File: src/rtl/frame_draw_scheduler.sv
// Frame draw scheduler: clears the back buffer, then scans sprite rectangles round-robin into the draw port.
// Optional dropped-frame counter enabled by defining FRAME_OVERRUN_CNT_EN.
module frame_draw_scheduler #(
  parameter int N      = 4,
  parameter int WIN_X0 = 115,
  parameter int WIN_Y0 = 80,
  parameter int WIN_W  = 410,
  parameter int WIN_H  = 320
) (
  input  logic            Clk,
  input  logic            Reset,
  input  logic            frame_clk_rising_edge,
  input  logic [N-1:0]    req,
  input  logic [N*10-1:0] rect_x,
  input  logic [N*10-1:0] rect_y,
  input  logic [N*10-1:0] rect_w,
  input  logic [N*10-1:0] rect_h,
  input  logic [N*24-1:0] pix_data,
  output logic [N-1:0]    grant,
  output logic [N-1:0]    done,
  output logic [9:0]      off_x,
  output logic [9:0]      off_y,
  output logic [9:0]      DrawX,
  output logic [9:0]      DrawY,
  output logic [23:0]     draw_data,
  output logic            clear_start,
  output logic            frame_done
`ifdef FRAME_OVERRUN_CNT_EN
  ,
  output logic [15:0]     overrun_cnt,
  input  logic            overrun_clr
`endif
);

  localparam int IW = (N > 1) ? $clog2(N) : 1;
  localparam logic [9:0] X0 = 10'(WIN_X0);
  localparam logic [9:0] Y0 = 10'(WIN_Y0);
  localparam logic [9:0] LAST_CX = 10'(WIN_W - 1);
  localparam logic [9:0] LAST_CY = 10'(WIN_H - 1);
  localparam logic [IW-1:0] LAST_IDX = IW'(N - 1);

  typedef enum logic [1:0] {CLEAR, ARB, SCAN, DONE} state_t;

  state_t        state_q, state_d;
  logic [9:0]    cntX_q, cntX_d, cntY_q, cntY_d;
  logic [N-1:0]  served_q, served_d, grant_q, grant_d, done_q, done_d;
  logic [IW-1:0] rr_q, rr_d, idx_q, idx_d;
  logic [9:0]    drawX_q, drawX_d, drawY_q, drawY_d;
  logic [23:0]   data_q, data_d;
  logic          clearStart_q, clearStart_d, frameDone_q;

  logic [N-1:0]  eligible;
  logic          found;
  logic [IW-1:0] sel;
  logic [9:0]    rx, ry, rw, rh, px, py;
  logic [23:0]   pixSel;
  logic          emptyRect, inWin, lastPix;

  assign rx     = rect_x[int'(idx_q)*10 +: 10];
  assign ry     = rect_y[int'(idx_q)*10 +: 10];
  assign rw     = rect_w[int'(idx_q)*10 +: 10];
  assign rh     = rect_h[int'(idx_q)*10 +: 10];
  assign pixSel = pix_data[int'(idx_q)*24 +: 24];
  assign px     = rx + cntX_q;
  assign py     = ry + cntY_q;
  assign emptyRect = (rw == 10'd0) || (rh == 10'd0);
  assign inWin  = (int'(px) >= WIN_X0) && (int'(px) < WIN_X0 + WIN_W) &&
                  (int'(py) >= WIN_Y0) && (int'(py) < WIN_Y0 + WIN_H);
  assign lastPix = emptyRect || ((cntX_q == rw - 10'd1) && (cntY_q == rh - 10'd1));
  assign eligible = req & ~served_q;

  // First eligible requester at or after the round-robin pointer, wrapping.
  always_comb begin
    found = 1'b0;
    sel   = '0;
    for (int k = 0; k < N; k++) begin
      if (!found && eligible[(int'(rr_q) + k) % N]) begin
        found = 1'b1;
        sel   = IW'((int'(rr_q) + k) % N);
      end
    end
  end

  always_comb begin
    state_d      = state_q;
    cntX_d       = cntX_q;
    cntY_d       = cntY_q;
    served_d     = served_q;
    rr_d         = rr_q;
    idx_d        = idx_q;
    grant_d      = grant_q;
    done_d       = '0;
    drawX_d      = drawX_q;
    drawY_d      = drawY_q;
    data_d       = '0;
    clearStart_d = 1'b0;
    case (state_q)
      CLEAR: begin
        drawX_d      = X0 + cntX_q;
        drawY_d      = Y0 + cntY_q;
        clearStart_d = 1'b1;
        if (cntX_q == LAST_CX) begin
          cntX_d = '0;
          if (cntY_q == LAST_CY) begin
            cntY_d  = '0;
            state_d = ARB;
          end else begin
            cntY_d = cntY_q + 10'd1;
          end
        end else begin
          cntX_d = cntX_q + 10'd1;
        end
      end
      ARB: begin
        if (found) begin
          grant_d      = '0;
          grant_d[sel] = 1'b1;
          idx_d        = sel;
          cntX_d       = '0;
          cntY_d       = '0;
          state_d      = SCAN;
        end else begin
          state_d = DONE;
        end
      end
      SCAN: begin
        drawX_d = px;
        drawY_d = py;
        // Off-window pixels still take a cycle; zero data suppresses the write.
        if (!emptyRect && inWin) data_d = pixSel;
        if (lastPix) begin
          done_d[idx_q]   = 1'b1;
          served_d[idx_q] = 1'b1;
          rr_d    = (idx_q == LAST_IDX) ? '0 : idx_q + 1'b1;
          grant_d = '0;
          cntX_d  = '0;
          cntY_d  = '0;
          state_d = ARB;
        end else if (cntX_q == rw - 10'd1) begin
          cntX_d = '0;
          cntY_d = cntY_q + 10'd1;
        end else begin
          cntX_d = cntX_q + 10'd1;
        end
      end
      DONE: begin
        if (frame_clk_rising_edge) begin
          served_d = '0;
          cntX_d   = '0;
          cntY_d   = '0;
          state_d  = CLEAR;
        end
      end
      default: state_d = CLEAR;
    endcase
  end

  always_ff @(posedge Clk) begin
    if (Reset) begin
      state_q      <= CLEAR;
      cntX_q       <= '0;
      cntY_q       <= '0;
      served_q     <= '0;
      rr_q         <= '0;
      idx_q        <= '0;
      grant_q      <= '0;
      done_q       <= '0;
      drawX_q      <= '0;
      drawY_q      <= '0;
      data_q       <= '0;
      clearStart_q <= 1'b0;
      frameDone_q  <= 1'b0;
    end else begin
      state_q      <= state_d;
      cntX_q       <= cntX_d;
      cntY_q       <= cntY_d;
      served_q     <= served_d;
      rr_q         <= rr_d;
      idx_q        <= idx_d;
      grant_q      <= grant_d;
      done_q       <= done_d;
      drawX_q      <= drawX_d;
      drawY_q      <= drawY_d;
      data_q       <= data_d;
      clearStart_q <= clearStart_d;
      frameDone_q  <= (state_d == DONE);
    end
  end

`ifdef FRAME_OVERRUN_CNT_EN
  logic [15:0] overrun_q;

  // A frame edge arriving before the schedule reached DONE is a dropped frame.
  always_ff @(posedge Clk) begin
    if (Reset || overrun_clr) begin
      overrun_q <= '0;
    end else if (frame_clk_rising_edge && (state_q != DONE) && (overrun_q != 16'hFFFF)) begin
      overrun_q <= overrun_q + 16'd1;
    end
  end

  assign overrun_cnt = overrun_q;
`endif

  assign grant       = grant_q;
  assign done        = done_q;
  assign off_x       = cntX_q;
  assign off_y       = cntY_q;
  assign DrawX       = drawX_q;
  assign DrawY       = drawY_q;
  assign draw_data   = data_q;
  assign clear_start = clearStart_q;
  assign frame_done  = frameDone_q;

endmodule

File: config.mk
export PLATFORM = sky130hd
export DESIGN_NAME = frame_draw_scheduler
export DESIGN_NICKNAME = d
export VERILOG_FILES = /design/src/rtl/frame_draw_scheduler.sv
export SDC_FILE = /design/constraint.sdc
export NUM_CORES = 1
export LEC_CHECK = 0
export BUFFER_PORTS_ARGS = -buffer_cell sky130_fd_sc_hd__buf_4
export CAP_MARGIN = 20
export CORE_AREA = 2 2 130 132
export DETAILED_ROUTE_END_ITERATION = 8
export DIE_AREA = 0 0 132 134
export GPL_TIMING_DRIVEN = 0
export PLACE_DENSITY = 0.78
export SETUP_SLACK_MARGIN = 0.3
export SLEW_MARGIN = 20
export SYNTH_ARGS = -nofsm -noshare
export SYNTH_HDL_FRONTEND = slang
export SYNTH_SLANG_ARGS = --single-unit
File: constraint.sdc
create_clock -name Clk -period 6.7 [get_ports Clk]
set_clock_uncertainty 0.05 [all_clocks]
set_input_delay 1.005 -clock Clk [delete_from_list [all_inputs] [get_ports Clk]]
set_output_delay 1.005 -clock Clk [all_outputs]
set_load 0.02 [all_outputs]
======== Word-level counts from Yosys, hierarchy flattened ========
Index checks and enable logic that the tools add are counted.
word-level totals
  bits in registers ....................... 84
  bits of input ports ..................... 263
  output and inout port bits .............. 74
  logic and storage cells ................. 150
operators by class
  add/sub/neg operators ................... 12
  multiply operators ...................... 2
  order comparisons ....................... 12
  equal/unequal tests ..................... 14
  shift-type cells ........................ 5
  mux-type cells .......................... 50
  bitwise logic cells ..................... 9
  reduce and logical (&&, ||, !) cells .... 33
operators with widths
  kind                   number
  $shiftx 40x32->10      3
  $shiftx 96x8->24       1
  $mux 10                9
  $pmux 10 s4            2
  $pmux 10 s2            2
  $shiftx 40x7->10       1
  $add 10x1->10 const B  2
  $add 10x10->10         2
  $add 7x10->10 const A  2
  $eq 10x10->1           2
  $eq 10x9->1 const B    2
  $ge 10x7->1 const B    2
  $logic_not 10->1       2
  $sub 10x1->10 const B  2
  $mux 2                 9
  $mux 4                 4
  $pmux 4 s2             2
  $mux 1                 15
  $lt 3x4->1 const B     3
  $logic_and 1x1->1      10
  $lt 10x10->1 const B   1
  $lt 10x9->1 const B    1
  $lt 2x3->1 const B     3
  $bmux 1 s2             4
  other kinds (25)       51

======== Longest topological paths before layout ========
Gate-level depths: netlist of the first run.
  depth in word-level cells ............... 20
  mapped depth ............................ 19
  mapped depth without buffers ............ 12

======== Worst setup path before layout of the first run ========
OpenSTA, ideal clock, no wires.
  path kind ............................... reg2reg
  from .................................... reg idx_q[0]
  to ...................................... reg data_q[10] (netlist: draw_data[10])
  setup time .............................. 134 ps
  arrival time ............................ 5552 ps
  required time ........................... 6516 ps
  slack ................................... 965 ps
  cell stages (with the launch flop) ...... 19
  path buffers ............................ 7
  period minus slack after synthesis ...... 5735 ps
  cells stage by stage .................... dfxtp_1 buf_6 buf_8 buf_2 clkbuf_1 clkbuf_1 buf_1 mux4_2 ha_1 a21o_1 a21oi_1 o21bai_1 a2111o_1 a2111o_1 o211ai_1 nor3_1 a22oi_1 clkbuf_1 nor4_1
on the way
  longest elaborated chain between the ends .. 10
  elaborated cells between the ends (all ways) .. 23
  those cells by class .................... add/sub: 2; mul: 2; order compare: 4; shift: 5; bitwise: 1; reduce/logical: 9
ends and longest elaborated chain
  item                                         RTL line  RTL
  start: declaration                           47        logic [IW-1:0] rr_q, rr_d, idx_q, idx_d;
  start signal: assignment                     179       idx_q <= idx_d;
  $mul 2x3->5                                  -
  $shiftx 40x32->10                            59        assign rx = rect_x[int'(idx_q)*10 +: 10];
  $add 10x10->10                               64        assign px = rx + cntX_q;
  $ge 10x7->1 or $lt 10x10->1 (tied branches)  67        assign inWin = (int'(px) >= WIN_X0) && (int'(px) < WIN_X0 + WIN_W) &&
  $logic_and 1x1->1 (2 in a row)               67
  $logic_and 1x1->1                            68        (int'(py) >= WIN_Y0) && (int'(py) < WIN_Y0 + WIN_H);
  $logic_and 1x1->1                            130       if (!emptyRect && inWin) data_d = pixSel;
  $not 1->1 (no line)                          -
  $reduce_or 3->1 (no line)                    -
  end signal: assignment                       184       data_q <= data_d;
  end: declaration                             49        logic [23:0] data_q, data_d;
Parallel ways exist; a longest one is shown, timed or not.
A chain may end at the register's enable or synchronous reset.

======== Worst setup path in the final report of the first run ========
  from .................................... reg idx_q[0]
  to ...................................... reg data_q[16] (netlist: draw_data[16])
The elaborated chain is that of the path after synthesis.

==> impl_metrics.ini, run 1 <==
[power_and_ir_drop]
clkPwrFrac = 0.398
worst_ir_drop_vdd_mv = 0.125
p_sw_frac = 0.264
share_of_total_power_in_sequential_cells = 0.386
internal-power_w = 0.000975
power.density_cell_area_nw_per_um2 = 134
power.leakage_nw = 4.21
power.share.combinational = 0.216
net-switching-power_w = 0.000350

[timing]
worst_slack_ns = 0.755
setup_viol = 0
slew_violations = 0
timing_worst_slew_pin_value_ns = 0.778
fin_crit_sh = 0.887
max-slew-margin-rel = 0.481
final_hold_viol_count = 0
fmaxAchievable_ghz = 0.168
period_minus_ws_final_ns = 5.94
rsz_0062_raised_after_global_routing = false

[logic_synthesis]
yosysWarningCount = 0
syn_nets = 1023
synth_area_per_cell_sq_um = 9.31
combinational_family_with_the_most_area_after_synthesis = multiplexers
postSynthRegisterBits = 84
synth-edff-count = 0
synth-seq-area-share = 0.248
syn_inst = 728
post-synth-top-area-cell = dfxtp_1
synthMuxAreaShare = 0.230
synth_area_leaders = dfxtp_1, mux4_2, ha_1, xnor2_1, nor2_1
yosys.cell_types.count = 69
async_flop_share = 0
synth_compound_area_frac = 0.140
fraction_of_synthesized_cell_area_in_xor_and_xnor_cells = 0.0866
synth_adder_area_share = 0.0613
netlist_area_pre_place_sq_um = 6780
synth_flop_cell = dfxtp_1
synthDominantCellAreaShare = 0.248
synth-simple-area-share = 0.189

[detailed_routing]
drt-vias-per-instance = 5.56
avgRoutedWirePerCell_um = 19.1
route.final.wire_length_um = 24800
routed-via-count = 7226
ant_nets = 0
drt_pre_antenna_iters = 5
drt-initial-drc-count = 441
remaining_drc_errors = 0

[floorplanning]
row_count = 47
ioPinCount = 337
start_util = 0.416
core_sq_um = 16300
die_h_um = 134
die_width_um = 132
die_area_sq_um = 17700

[setup_path]
critical_path_buf_inv_count = 7
sequence_of_cells_on_the_critical_path = buf_6 > buf_8 > buf_2 > clkbuf_4 > buf_2 > clkbuf_4 > mux4_2 > ha_1 > a21o_1 > a21oi_1 > o21bai_1 > a2111o_1 > a2111o_1 > o211ai_1 > nor3_1 > a22oi_2 > clkbuf_1 > nor4_1
critical_path.max_fanout = 10
worst_ep_arrival_time_ns = 6.10
slowest_delay_ns = 0.59
cell_family_contributing_the_most_delay_on_the_critical_path = buffers and inverters
crit_required_ns = 6.86
timing_worst_setup_path_type = flop to flop
worst_setup_path_start_kind = flop
slowest_stage = mux4_2
endpoint_kind = flop

[clock_tree]
clock_tree.buffer_depth = 2
cts.htree.levels = 3
postCtsSetupBuffers = 0
tritoncts_buffer_count = 9
clock_sink_count = 84
clock_tree_from_tritoncts = yes
worst_skew_pair.late_latency_ns = 0.35
cts-root-buf = clkbuf_16
post_cts_hold_buffer_count = 0
clkTransAtPathRegs_ns = 0.07

[final_layout]
final_layout_size_suffix_gt1_frac = 0.410
multi_input_comb_area_sq_um = 4800
layout.filler_cells = 1494
regArea_sq_um = 1680
flow.area_growth_from_synthesis_pct = 46.2
instances_no_fill = 1300
num-nets-final = 1370
insertedDiodeCount = 0

[global_route]
grt_max_degree = 16
antenna_found_initial = 1
gr_ovfl_total = 0
grt_pass1_wl_um = 37800
grt.total_usage = 0.274
first_global_vias = 6969

[placement]
place.detailed.hpwl_um = 20600
portBuffers = 336
routabilityCongestion = 0.943
place_worst_setup_slack_ns = -0.647
dp.cells = 1284

[run]
timing.max_cap.violations = 0

[hold_path]
worst_hold_path_type = flop to flop

[outcome]
run_status = complete, no violations
## power groups by stage
stage	clock network (W)	registers (W)	logic, W
after global routing	0.000551	0.000512	0.000308
after CTS	0.000527	0.000511	0.000285
after floorplan	0	0.000527	0.000119
after global placement	0	0.000523	0.000277
final	0.000527	0.000511	0.000287
after detailed placement	0	0.000522	0.000283
## layout make-up
type	count	area share
buffer	55	0.0249
clock buffer	10	0.0241
clock inverter	6	0.00733
inverter	19	0.00720
multi-input combinational	570	0.484
sequential	84	0.170
tap	220	0.0278
timing repair buffer	336	0.255
## cell usage after synthesis, types with 3 or more instances
cell type / n
a31oi_1: 4
a311oi_1: 5
and2_1: 6
and3_1: 5
o21a_1: 3
a22o_1: 4
mux4_2: 59
o21bai_1: 6
nor4_1: 30
nand2b_1: 11
nand4_1: 4
o31ai_1: 5
nand2_1: 52
a21oi_1: 54
buf_2: 4
xnor2_1: 38
nand3_1: 15
or2_2: 3
a21o_1: 7
o211ai_1: 3
clkbuf_1: 40
nor3_1: 24
nor2_1: 82
buf_1: 8
a211oi_1: 7
mux4_1: 5
mux2i_1: 10
nor2b_1: 6
xor2_1: 29
o21ai_0: 15
inv_1: 18
or4_1: 5
nand3b_1: 3
dfxtp_1: 84
or3_1: 5
ha_1: 30
## cell usage in the layout, fill, tap and decap left out, types with 9 or more instances in the layout
cell,synthesis,routed
clkbuf_16,0,9
ha_1,30,30
nand2_1,52,52
xnor2_1,38,38
a21oi_1,54,54
nand3_1,15,15
dfxtp_1,84,84
buf_4,0,336
nor2_1,82,82
o21ai_0,15,15
mux4_2,59,59
xor2_1,29,29
inv_1,18,18
nor3_1,24,24
mux2i_1,10,10
nor4_1,30,30
nand2b_1,11,11
clkbuf_1,40,36
## worst reg2reg max path: stages (launching register included)
cell      delay, ns
dfxtp_1        0.43
buf_6          0.16
buf_8          0.16
buf_2          0.32
clkbuf_4       0.35
buf_2          0.39
clkbuf_4       0.39
mux4_2         0.60
ha_1           0.29
a21o_1         0.17
a21oi_1        0.26
o21bai_1       0.14
a2111o_1       0.43
a2111o_1       0.36
o211ai_1       0.20
nor3_1         0.11
a22oi_2        0.46
clkbuf_1       0.41
nor4_1         0.13
## stage by stage
stage                     hold slack (ns)  area, sq um  power, W  setup TNS [ns]  utilization
after floorplan                     0.390         6780  0.000647               0            -
after global placement              0.414         9570  0.000799          -11.44        0.588
after detailed placement            0.419         9570  0.000806          -13.59        0.588
after CTS                           0.434         9900   0.00132               0        0.608
after global routing                0.448         9910   0.00137               0        0.608
final                               0.430         9910   0.00133               0        0.608
## timing repair
item                                   4_1_cts  5_1_grt
gates resized for setup                      8        9
endpoints found under the hold margin        0        0
pin swaps                                    0        0
setup endpoints to repair                   24       21
cloned                                       0        0
## state kept, by name (all words and copies together) (netlist names), 2 cells and up
name / flops
rr_q: 2
state_q: 2
done: 4
DrawY: 10
DrawX: 10
draw_data: 24
off_x: 10
grant: 4
idx_q: 2
off_y: 10
served_q: 4
## cells by family (layout without fill, tap and decap cells)
logic type / count (synthesis) / in the layout
compound gates: 137 / 137
xor+xnor: 67 / 67
fa+ha+maj: 32 / 32
buf+inv: 74 / 426
flops: 84 / 84
mux: 74 / 74
simple gates: 260 / 260
## routing by layer
layer | wire (um) | GRT usage | vias to the layer above
li1 | - | - | 3419
met1 | 10400 | 0.358 | 3476
met2 | 12100 | 0.454 | 297
met3 | 1900 | 0.0711 | 34
met4 | 471 | 0.0658 | 0
met5 | 0 | 0 | -
## final timing paths
path,cells past startpoint,from,endpoint,slack (ns)
setup / recovery,18,idx_q[0]$_SDFFE_PP0P_,draw_data[16]$_SDFF_PP0_,0.76
hold / removal,1,served_q[0]$_SDFFE_PP0P_,served_q[0]$_SDFFE_PP0P_,0.43
setup reg to reg,18,idx_q[0]$_SDFFE_PP0P_,draw_data[16]$_SDFF_PP0_,0.76
hold reg to reg,1,served_q[0]$_SDFFE_PP0P_,served_q[0]$_SDFFE_PP0P_,0.43
Note: power is estimated with default switching activity, not from simulation.
==> run 2: changes to the inputs <==
--- a/config.mk
+++ b/config.mk
@@ -5,13 +5,14 @@
 export SDC_FILE = /design/constraint.sdc
 export NUM_CORES = 1
 export LEC_CHECK = 0
+export ABC_AREA = 1
 export BUFFER_PORTS_ARGS = -buffer_cell sky130_fd_sc_hd__buf_4
 export CAP_MARGIN = 20
-export CORE_AREA = 2 2 130 132
+export CORE_MARGIN = 2
+export CORE_UTILIZATION = 45
 export DETAILED_ROUTE_END_ITERATION = 8
-export DIE_AREA = 0 0 132 134
 export GPL_TIMING_DRIVEN = 0
-export PLACE_DENSITY = 0.78
+export PLACE_DENSITY = 0.82
 export SETUP_SLACK_MARGIN = 0.3
 export SLEW_MARGIN = 20
 export SYNTH_ARGS = -nofsm -noshare
==> impl_metrics.ini, run 2 <==
[detailed_routing]
remaining_drc_errors = 0
routed-via-count = 9176
route.final.wire_length_um = 27800
drt-vias-per-instance = 5.29
drt_pre_antenna_iters = 4
drt-initial-drc-count = 452
avgRoutedWirePerCell_um = 16.1
ant_nets = 0

[power_and_ir_drop]
net-switching-power_w = 0.000372
internal-power_w = 0.000926
power.share.combinational = 0.209
p_sw_frac = 0.287
share_of_total_power_in_sequential_cells = 0.396
clkPwrFrac = 0.395
power.density_cell_area_nw_per_um2 = 127
total_power_w = 0.00130
power.leakage_nw = 5.13
worst_ir_drop_vdd_mv = 0.105

[final_layout]
layout.cells.most_common = buf_4
mostFrequentLayoutCells = buf_4, nand2_1, nor2_1
post_route_utilization = 0.652
insertedDiodeCount = 0
flow.area_growth_from_synthesis_pct = 43.2
final_layout_size_suffix_gt1_frac = 0.268
num-nets-final = 1808
instances_no_fill = 1734
layout.filler_cells = 1485
largest_register_ffs = 24

[logic_synthesis]
synth_flop_cell = dfxtp_1
yosysWarningCount = 0
syn_nets = 1461
netlist_area_pre_place_sq_um = 7150
synth-seq-area-share = 0.235
syn_inst = 1166
postSynthRegisterBits = 84
post-synth-top-area-cell = dfxtp_1
synth_area_per_cell_sq_um = 6.13
synthDominantCellAreaShare = 0.235
synth-edff-count = 0
post_synth_most_frequent_cells = nand2_1, nor2_1, nand3_1
yosysMostFrequentCell = nand2_1
yosys.cell_types.count = 47
async_flop_share = 0
synth_area_leaders = dfxtp_1, nand2_1, nor2_1, nand3_1, ha_1

[run]
timing.max_cap.violations = 0

[clock_tree]
clock_tree.buffer_depth = 2
cts_resized = 0
worst_skew_pair.late_latency_ns = 0.35
tritoncts_buffer_count = 9
postCtsSetupBuffers = 0
post_cts_hold_buffer_count = 0
clock_tree_from_tritoncts = yes
clkTransAtPathRegs_ns = 0.08
cts-root-buf = clkbuf_16
cts.htree.levels = 3
clock_sink_count = 84

[setup_path]
worstReg2RegEnd = draw_data[20]$_SDFF_PP0_
worst_ep_arrival_time_ns = 5.20
crit_required_ns = 6.88
worst_setup_path_start_kind = flop
worst_r2r_startpoint = idx_q[0]$_SDFFE_PP0P_
timing_worst_setup_path_type = flop to flop
endpoint_kind = flop
critical_path.max_fanout = 10
r2r_slack_ns = 1.68
timing.reg2reg.worst_path_depth = 21

[hold_path]
worst_hold_path_type = flop to flop
hold_end = served_q[0]$_SDFFE_PP0P_
worst_hold_startpoint = served_q[0]$_SDFFE_PP0P_
hold_depth = 2

[floorplanning]
row_count = 46
die_width_um = 130
start_util = 0.455
ioPinCount = 337
core_sq_um = 15700
die_h_um = 130
die_area_sq_um = 16900

[placement]
dp.cells = 1718
place.detailed.hpwl_um = 23000
place_worst_setup_slack_ns = 1.71
routabilityCongestion = 0.965
portBuffers = 336

[timing]
period_minus_ws_final_ns = 5.02
setup_viol = 0
fin_crit_sh = 0.749
setup-tns-final_ns = 0
fmaxAchievable_ghz = 0.199
slew_violations = 0
timing_worst_slew_pin_value_ns = 0.775
rsz_0062_raised_after_global_routing = false
max-slew-margin-rel = 0.482
worst_slack_ns = 1.68
final_hold_viol_count = 0

[outcome]
run_status = complete, no violations

[global_route]
grt.total_usage = 0.318
gr_ovfl_total = 0
grt_max_degree = 19
antenna_found_initial = 0
grt_pass1_wl_um = 42100
first_global_vias = 8740
[run 2: cell types whose count changed after synthesis, moves of 20 or more]
cell / change
nor4_1: -29
nor2_1: +70
inv_1: +76
a32o_1: +23
o21ai_0: +53
xnor2_1: -35
mux4_2: -59
nand2_1: +277
o22ai_1: +20
nand3_1: +86
[run 2: power groups by stage]
| stage | Clock [W] | Sequential [W] | Combinational, W |
|---|---|---|---|
| after global routing | 0.000535 | 0.000513 | 0.000298 |
| after global placement | 0 | 0.000524 | 0.000266 |
| after CTS | 0.000512 | 0.000513 | 0.000271 |
| after floorplan | 0 | 0.000528 | 0.000110 |
| after detailed placement | 0 | 0.000525 | 0.000270 |
| final | 0.000512 | 0.000513 | 0.000272 |
[run 2: how the worst max path moves through the flow]
stage                          startpoint                       end  slack (ns)  cells after the start
finish              idx_q[0]$_SDFFE_PP0P_  draw_data[20]$_SDFF_PP0_        1.68                     21
floorplan           idx_q[0]$_SDFFE_PP0P_  draw_data[10]$_SDFF_PP0_        3.05                     22
global placement    idx_q[0]$_SDFFE_PP0P_   draw_data[9]$_SDFF_PP0_        1.68                     21
detailed placement  idx_q[0]$_SDFFE_PP0P_  draw_data[14]$_SDFF_PP0_        1.71                     22
CTS                 idx_q[0]$_SDFFE_PP0P_  draw_data[14]$_SDFF_PP0_        1.70                     22
global route        idx_q[0]$_SDFFE_PP0P_  draw_data[14]$_SDFF_PP0_        1.24                     21
[run 2: kinds of logic after synthesis]
kind of cell             share of synthesized area
AO/OA/AOI/OAI                                0.198
flip-flops                                   0.235
XOR/XNOR                                    0.0460
adder cells (fa/ha/maj)                     0.0581
AND/OR/NAND/NOR                              0.370
buffers and inverters                       0.0928
[run 2: metrics by stage]
| stage | hold slack [ns] | cell area, sq um |
|---|---|---|
| finish | 0.429 | 10200 |
| global route | 0.456 | 10200 |
| CTS | 0.431 | 10200 |
| detailed placement | 0.419 | 9940 |
| global placement | 0.401 | 9940 |
| floorplan | 0.385 | 7150 |
[run 2: layout make-up]
class	instances	area [sq um]	area share
repair buffers	336	2520	0.246
clock inverters	7	73.8	0.00721
well taps	216	270	0.0264
multi-input cells	930	4800	0.469
clock buffers	9	225	0.0220
flip-flops and latches	84	1680	0.164
plain buffers	55	299	0.0292
inverters	97	364	0.0356
[run 2: metal layers]
layer | up-vias | share of wire | global-route usage
met5 | - | 0 | 0
met4 | 0 | 0.047 | 0.148
met3 | 83 | 0.086 | 0.0709
met2 | 439 | 0.49 | 0.593
met1 | 4072 | 0.37 | 0.339
li1 | 4582 | - | -
[run 2: critical path: stages (launching register included)]
cell	delay (ns)
dfxtp_1	0.41
inv_2	0.15
buf_6	0.15
clkbuf_1	0.54
clkbuf_1	0.44
clkbuf_1	0.48
nor2_1	0.09
o22ai_1	0.34
fa_1	0.29
a21oi_1	0.08
o21ai_0	0.34
a21oi_1	0.11
o21ai_0	0.23
xor2_1	0.23
inv_1	0.07
a21oi_1	0.12
nand2_1	0.06
o21ai_0	0.08
nor2_1	0.06
nand2_1	0.19
buf_2	0.28
nor2_1	0.08
